[src/rtl/uart_tx_engine.sv]
// uart_tx_engine: UART frame transmitter that clears the SEND bit of its control register
// through a one-cycle write strobe. Define UART_TX_PARITY_EN to add an even-parity bit.
module uart_tx_engine #(
  parameter int CLKS_PER_BIT = 10417
) (
  input  logic        clk_i,
  input  logic        rst_i,
  input  logic [31:0] ctrl_i,
  input  logic [31:0] data_i,
  output logic        tx_o,
  output logic        busy_o,
  output logic        wr_send_o,
  output logic [31:0] ctrl_o
);

  localparam int CNT_W = (CLKS_PER_BIT > 1) ? $clog2(CLKS_PER_BIT) : 1;
  localparam logic [CNT_W-1:0] CNT_LAST = CNT_W'(CLKS_PER_BIT - 1);

  localparam logic [2:0] ST_IDLE    = 3'd0;
  localparam logic [2:0] ST_START   = 3'd1;
  localparam logic [2:0] ST_DATA    = 3'd2;
  localparam logic [2:0] ST_STOP    = 3'd3;
  localparam logic [2:0] ST_CLEANUP = 3'd4;
`ifdef UART_TX_PARITY_EN
  localparam logic [2:0] ST_PARITY  = 3'd5;

  function automatic logic even_parity(input logic [7:0] d);
    return ^d;
  endfunction
`endif

  logic [2:0]       state_q, state_d;
  logic [CNT_W-1:0] cnt_q, cnt_d;
  logic [2:0]       bit_idx_q, bit_idx_d;
  logic [7:0]       data_q, data_d;
  logic             tx_q, tx_d;
  logic             busy_q, busy_d;
  logic             wr_send_q, wr_send_d;
  logic [31:0]      ctrl_q, ctrl_d;
  logic             bit_done;
  logic             unused_data_hi;

  assign bit_done       = (cnt_q == CNT_LAST);
  assign unused_data_hi = ^data_i[31:8];

  // Frame sequencing; the register write-back is captured on the STOP->CLEANUP edge.
  always_comb begin
    state_d   = state_q;
    data_d    = data_q;
    bit_idx_d = bit_idx_q;
    wr_send_d = 1'b0;
    ctrl_d    = ctrl_q;
    case (state_q)
      ST_IDLE: begin
        if (ctrl_i[0]) begin
          data_d  = data_i[7:0];
          state_d = ST_START;
        end else begin
          state_d = ST_IDLE;
        end
      end
      ST_START: begin
        if (bit_done) begin
          state_d   = ST_DATA;
          bit_idx_d = 3'd0;
        end else begin
          state_d = ST_START;
        end
      end
      ST_DATA: begin
        if (bit_done) begin
          bit_idx_d = bit_idx_q + 3'd1;
          if (bit_idx_q == 3'd7) begin
`ifdef UART_TX_PARITY_EN
            state_d = ST_PARITY;
`else
            state_d = ST_STOP;
`endif
          end else begin
            state_d = ST_DATA;
          end
        end else begin
          state_d = ST_DATA;
        end
      end
`ifdef UART_TX_PARITY_EN
      ST_PARITY: begin
        if (bit_done) begin
          state_d = ST_STOP;
        end else begin
          state_d = ST_PARITY;
        end
      end
`endif
      ST_STOP: begin
        if (bit_done) begin
          state_d   = ST_CLEANUP;
          wr_send_d = 1'b1;
          ctrl_d    = {ctrl_i[31:1], 1'b0};
        end else begin
          state_d = ST_STOP;
        end
      end
      ST_CLEANUP: begin
        state_d = ST_IDLE;
      end
      default: begin
        state_d = ST_IDLE;
      end
    endcase
  end

  // Bit-period counter restarts on every state change and every bit boundary.
  always_comb begin
    if (state_d != state_q) begin
      cnt_d = '0;
    end else if ((state_q == ST_IDLE) || bit_done) begin
      cnt_d = '0;
    end else begin
      cnt_d = cnt_q + CNT_W'(1);
    end
  end

  // Line level is decoded from the next state so the flop shows it together with that state.
  always_comb begin
    busy_d = (state_d != ST_IDLE);
    tx_d   = 1'b1;
    case (state_d)
      ST_IDLE:    tx_d = 1'b1;
      ST_START:   tx_d = 1'b0;
      ST_DATA:    tx_d = data_q[bit_idx_d];
`ifdef UART_TX_PARITY_EN
      ST_PARITY:  tx_d = even_parity(data_q);
`endif
      ST_STOP:    tx_d = 1'b1;
      ST_CLEANUP: tx_d = 1'b1;
      default:    tx_d = 1'b1;
    endcase
  end

  // State and output registers with synchronous active-low reset.
  always_ff @(posedge clk_i) begin
    if (!rst_i) begin
      state_q   <= ST_IDLE;
      cnt_q     <= '0;
      bit_idx_q <= 3'd0;
      data_q    <= 8'h00;
      tx_q      <= 1'b1;
      busy_q    <= 1'b0;
      wr_send_q <= 1'b0;
      ctrl_q    <= 32'h0000_0000;
    end else begin
      state_q   <= state_d;
      cnt_q     <= cnt_d;
      bit_idx_q <= bit_idx_d;
      data_q    <= data_d;
      tx_q      <= tx_d;
      busy_q    <= busy_d;
      wr_send_q <= wr_send_d;
      ctrl_q    <= ctrl_d;
    end
  end

  assign tx_o      = tx_q;
  assign busy_o    = busy_q;
  assign wr_send_o = wr_send_q;
  assign ctrl_o    = ctrl_q;

endmodule

[config.mk]
export PLATFORM = sky130hd
export DESIGN_NAME = uart_tx_engine
export DESIGN_NICKNAME = d
export VERILOG_FILES = /design/src/rtl/uart_tx_engine.sv
export SDC_FILE = /design/constraint.sdc
export NUM_CORES = 1
export LEC_CHECK = 0
export CAP_MARGIN = 20
export CELL_PAD_IN_SITES_DETAIL_PLACEMENT = 0
export CELL_PAD_IN_SITES_GLOBAL_PLACEMENT = 1
export CORE_ASPECT_RATIO = 1.5
export CORE_MARGIN = 1
export CORE_UTILIZATION = 28
export DETAILED_ROUTE_END_ITERATION = 7
export PLACE_DENSITY_LB_ADDON = 0.1
export SYNTH_ARGS = -nofsm -noshare
export SYNTH_HDL_FRONTEND = slang
export SYNTH_SLANG_ARGS = --single-unit
[constraint.sdc]
create_clock -name clk_i -period 2.62 [get_ports clk_i]
set_clock_uncertainty 0.15 [all_clocks]
set_input_delay 0.786 -clock clk_i [delete_from_list [all_inputs] [get_ports clk_i]]
set_output_delay 0.786 -clock clk_i [all_outputs]
set_load 0.01 [all_outputs]
==> out/metrics.csv, run 1 <==
metric,value,unit
status,finished with violations,
failing checks,setup timing,
vias per cell,4.63,
PwrDens,616,nW/um^2
TNS Setup,-0.154,ns
critical-path cell list,or4_4 > nor4_4 > inv_1 > ha_2 > o21a_1 > o32a_1 > nand2_2 > mux2_4 > o211ai_1 > a31oi_1,
Post-Synthesis Cell Area,2510,um^2
met3 WL post-DR,382,um
Tightest Pin Transition,0.508,ns
final slew viol count,0,
H-tree depth,3,
total number of vias,2128,
Multi-input gate area,1140,um^2
root buf cell,clkbuf_16,
Post-synth EDFFs,0,
distinct cell type count after synthesis,41,
fraction of layout cells with a size suffix above 1,14.7,%
sequential fraction of the synthesis area,49.5,%
Worst Hold Path EP,data_q[1],
clk_lat worst skew,0.33,ns
Post-layout nets,419,
max-cap violation count,0,
endpoints failing setup,1,
Post-Syn Nets,322,
clk sinks,62,
Synth Warn #,0,
drt total wl,5770,um
# port buffers,75,
FP Rows,41,
Top Layer Used,met4,
crit path time final,2.77,ns
dpl hpwl,4150,um
Worst-path clk slew,0.05,ns
Post-Route M1 WL,2550,um
CTS tree,done,
FILL cells,834,
Routed Antenna Nets,0,
largest net degree at the start of global routing,32,
Routed WL per cell,12.5,um
ant diodes,0,
Die Span X,79.2,um
syn avg cell area,9.98,um^2
area of the core,8570,um^2
VDD IR max,0.417,mV
DRT iter0 DRCs,44,
Die Ht,118,um
initial antenna violation count,0,
ys flop type,dfxtp_1,
hold-fix buffer count after cts,0,
DR pass1 iterations,2,
Critical Setup Path Class,flip-flop to flip-flop,
Reg area,1240,um^2
reg2reg end,tx_o,
delay of the slowest critical-path stage,0.56,ns
postcts setup bufs,0,
# IOs,101,
CP Capture Type,flip-flop,
crit path max fanout,3,
die area,9340,um^2
Slew headroom,66.1,%
Syn-to-layout area delta,52.4,%
"FFs w/ async S/R, synth",0,%
dpl ws,-0.228,ns
global route total overflow,0,
Worst Setup Start Kind,flip-flop,
min-delay src,data_q[1],
DRC,0,
first-pass GRT wire length,9550,um
Max Freq,361,MHz
Cells after Synth,251,
Final WS setup,-0.154,ns
placed cell area,3480,um^2
RSZ-0062 raised after global routing,yes,
Total GRT Usage,13.3,%
Num CTS Buffers,9,
Worst Path Arrival,2.83,ns
register bit total from synthesis,62,
vias in the first global route,2108,
hold path depth,2,
GPL Wtd Cong,0.715,
total power,2350,uW
worst reg2reg startpoint,cnt_q[12],
initial core utilization,29.3,%
Hold Crit Class,flip-flop to flip-flop,
CP Data Required Time,2.68,ns
R2R Setup Slk,-0.15,ns
final period utilization,106,%
final hold violation count,0,
R2R cell count,10,
slowest CP cell,or4_4,
clk buf depth,2,
final hold slack,0.305,ns
leakage power,0.00148,uW
final instance area,3820,um^2
DR WL met2,2720,um
-- cell type report --
class                      count  area share [%]
clock buffer                   9            5.90
clock inverter                 7            2.55
inverter                       7           0.688
multi-input combinational    167            29.7
sequential                    62            32.5
tap                          107            3.50
timing repair buffer         101            25.1
-- per-stage QoR --
stage          instances  utilization [%]
6_report             460             44.6
3_3_place_gp         444             40.7
5_1_grt              460             44.6
4_1_cts              460             44.5
2_1_floorplan        251                -
3_5_place_dp         444             40.7
-- power breakdown --
part	internal [uW]	switching (uW)
Combinational	76.1	46.4
Sequential	955	8.52
Clock	834	432
Total	1870	487
-- critical path: cells and delay by family, from the launching register on --
family                     cells  cell delay [ns]
adders and majority gates      1             0.17
muxes                          1             0.30
buffers and inverters          1             0.07
DFF                            1             0.31
AOI/OAI and AO/OA              4             0.80
and+or+nand+nor                3             0.85
-- routing by layer --
metal / global-route usage [%] / up-vias
met4: 6.48 / 0
met2: 21.6 / 58
met1: 15.1 / 973
li1: - / 1091
met5: 0 / -
met3: 5.12 / 6
-- Yosys cell counts, drive strengths merged (4+ instances only) --
master	count	area (um^2)
a21oi	10	50.1
a22o	33	289
buf	10	96.4
clkbuf	5	18.8
dfxtp	62	1240
ha	5	62.6
inv	7	26.3
nand2	25	101
nand3	7	35.0
nand4	4	25.0
nor2	28	121
nor3	5	25.0
xnor2	6	52.6
xor2	8	70.1
-- kinds of logic after synthesis --
family	after synthesis	share of synthesized area, %
xor gates and xnor gates	14	4.89
buffers and inverters	22	5.64
AOI/OAI and AO/OA	59	18.6
muxes	2	0.899
other	1	0.150
adders and majority gates	5	2.50
DFF	62	49.5
and+or+nand+nor	86	17.8
-- state kept, by name, indices dropped and copies added (netlist names) --
name	cells
bit_idx_q	3
busy_o	1
cnt_q	14
ctrl_o	31
data_q	8
state_q	3
tx_o	1
wr_send_o	1
-- layout by cell type (no fill, tap or decap), drive strengths merged, types with 2 or more instances in the layout --
cell type and count:
nor2b 2, mux2 2, ha 5, a31oi 2, o21ai 3, and3 2, a21oi 10, clkdlybuf4s50 75
clkinv 2, buf 26, inv 8, clkbuf 9, and4 2, o21a 2, clkinvlp 2, nor3 5
nor4 3, a22oi 2, nand4 4, nor2 28, nand2 25, xnor2 6, nand3 7, o211ai 3
bufinv 2, xor2 8, and2 2, dfxtp 62, or3 2, a22o 33
-- repair_timing --
action,in CTS,in global routing
resized for setup,1,4
hold endpoints to repair,0,0
cloned,0,0
pin swaps,0,0
setup endpoints to repair,1,1
-- worst max-delay path by stage --
stage               slack, ns  depth (start not counted)      start  endpoint
floorplan               -0.10                         10  cnt_q[12]      tx_o
CTS                     -0.20                         10  cnt_q[12]      tx_o
global placement        -0.21                         10  cnt_q[12]      tx_o
detailed placement      -0.23                         10  cnt_q[12]      tx_o
global route            -0.28                         10  cnt_q[12]      tx_o
finish                  -0.15                         10  cnt_q[12]      tx_o
Power figures use the tool's default switching activity.
==> run 2: changes to the inputs <==
RECOVER_POWER = 50   (was unset)
==> out/metrics.csv, run 2 (synthesis results as in run 1) <==
metric,value,unit
Total GRT Usage,13.3,%
CP Capture Type,flip-flop,
clk_lat worst skew,0.33,ns
CP Data Required Time,2.68,ns
final hold violation count,0,
vias in the first global route,2108,
fraction of layout cells with a size suffix above 1,14.2,%
die area,9340,um^2
Worst-path clk slew,0.05,ns
endpoints failing setup,1,
status,finished with violations,
Max Freq,361,MHz
VDD IR max,0.417,mV
Worst Setup Start Kind,flip-flop,
area of the core,8570,um^2
final slew viol count,0,
Worst Hold Path EP,data_q[1],
# port buffers,75,
DRC,0,
Routed WL per cell,12.5,um
FP Rows,41,
Syn-to-layout area delta,52.1,%
min-delay src,data_q[1],
final period utilization,106,%
DRT iter0 DRCs,45,
initial core utilization,29.3,%
crit path max fanout,3,
Slew headroom,66.1,%
CP startpoint,cnt_q[12],
failing checks,setup timing,
H-tree depth,3,
clk buf depth,2,
PwrDens,617,nW/um^2
worst reg2reg startpoint,cnt_q[12],
Num CTS Buffers,9,
root buf cell,clkbuf_16,
hold-fix buffer count after cts,0,
global route total overflow,0,
Die Ht,118,um
max reg flops,31,
Tightest Pin Transition,0.508,ns
clk sinks,62,
postcts setup bufs,0,
CTS tree,done,
leakage power,0.00154,uW
ant diodes,0,
Routed Antenna Nets,0,
vias per cell,4.62,
Critical Setup Path Class,flip-flop to flip-flop,
max-cap violation count,0,
Worst Path Arrival,2.83,ns
reg2reg end,tx_o,
RSZ-0062 raised after global routing,yes,
Post-layout nets,419,
# IOs,101,
Hold Crit Class,flip-flop to flip-flop,
R2R cell count,10,
first-pass GRT wire length,9550,um
dpl hpwl,4150,um
Die Span X,79.2,um
crit path time final,2.77,ns
total number of vias,2126,
initial antenna violation count,0,
Reg area,1240,um^2
"Core Util, Final",44.5,%
GPL Wtd Cong,0.715,
drt total wl,5760,um
TNS Setup,-0.151,ns
"most common cell after layout, fill and taps aside",dfxtp_1,
hold path depth,2,
FILL cells,835,
largest net degree at the start of global routing,32,
most frequent cells in the layout,"dfxtp_1 (61), clkdlybuf4s50_1 (53), a22o_1 (33)",
Final WS setup,-0.151,ns
Multi-input gate area,1140,um^2
DR pass1 iterations,2,
R2R Setup Slk,-0.15,ns
==> run 2: cell count changes in the layout (fill, tap and decap cells not counted) <==
cell	previous run	this run
buf_4	25	23
and2_1	2	1
dlygate4sd3_1	0	22
a21boi_0	0	1
clkdlybuf4s50_1	75	53
and2_0	0	1
a21boi_1	1	0
clkbuf_1	0	2
==> run 2: worst max path at each step <==
stage | to | slack, ns | cells after the start
after global placement | tx_o | -0.21 | 10
after detailed placement | tx_o | -0.23 | 10
after global routing | tx_o | -0.28 | 10
after CTS | tx_o | -0.20 | 10
after floorplan | tx_o | -0.10 | 10
final | tx_o | -0.15 | 10
==> run 2: timing repair <==
action,4_1_cts,5_1_grt
endpoints found under the setup margin,1,1
endpoints found under the hold margin,0,0
gates resized for setup,1,4
==> run 2: final cells by class <==
type                            instances  area share, %
Sequential cell                        62           32.6
Multi-Input combinational cell        167           29.8
Timing Repair Buffer                  101           24.9
Clock buffer                            9           5.91
Tap cell                              107           3.51
Clock inverter                          7           2.56
Inverter                                7          0.689
==> run 2: per-layer routing <==
metal,GRT usage [%],share of wire [%],vias up
met5,0,0,-
li1,-,-,1091
met2,21.6,47,58
met3,5.12,6.6,6
met1,15.1,44,971
met4,6.48,1.9,0
==> run 2: report_power, final <==
part	internal, uW	switching (uW)	leakage (uW)
Clock	834	432	0.000152
Combinational	74.7	46.4	0.000882
Sequential	955	8.53	0.000502
==> run 2: worst max-delay path, cell delays in order (launching register included) <==
cell and delay (ns):
dfxtp_2 0.31, or4_4 0.56, nor4_4 0.17, inv_1 0.07
ha_2 0.17, o21a_1 0.19, o32a_1 0.32, nand2_2 0.12
mux2_4 0.30, o211ai_1 0.18, a31oi_1 0.11
==> run 2: metrics by stage <==
step | setup slack [ns] | instance area (um^2) | power [uW] | hold slack, ns | std cells
2_1_floorplan | -0.100 | 2510 | 1030 | 0.283 | 251
6_report | -0.151 | 3810 | 2350 | 0.305 | 460
5_1_grt | -0.279 | 3810 | 2440 | 0.329 | 460
4_1_cts | -0.203 | 3810 | 2390 | 0.304 | 460
3_3_place_gp | -0.214 | 3480 | 1110 | 0.296 | 444
3_5_place_dp | -0.228 | 3480 | 1110 | 0.298 | 444
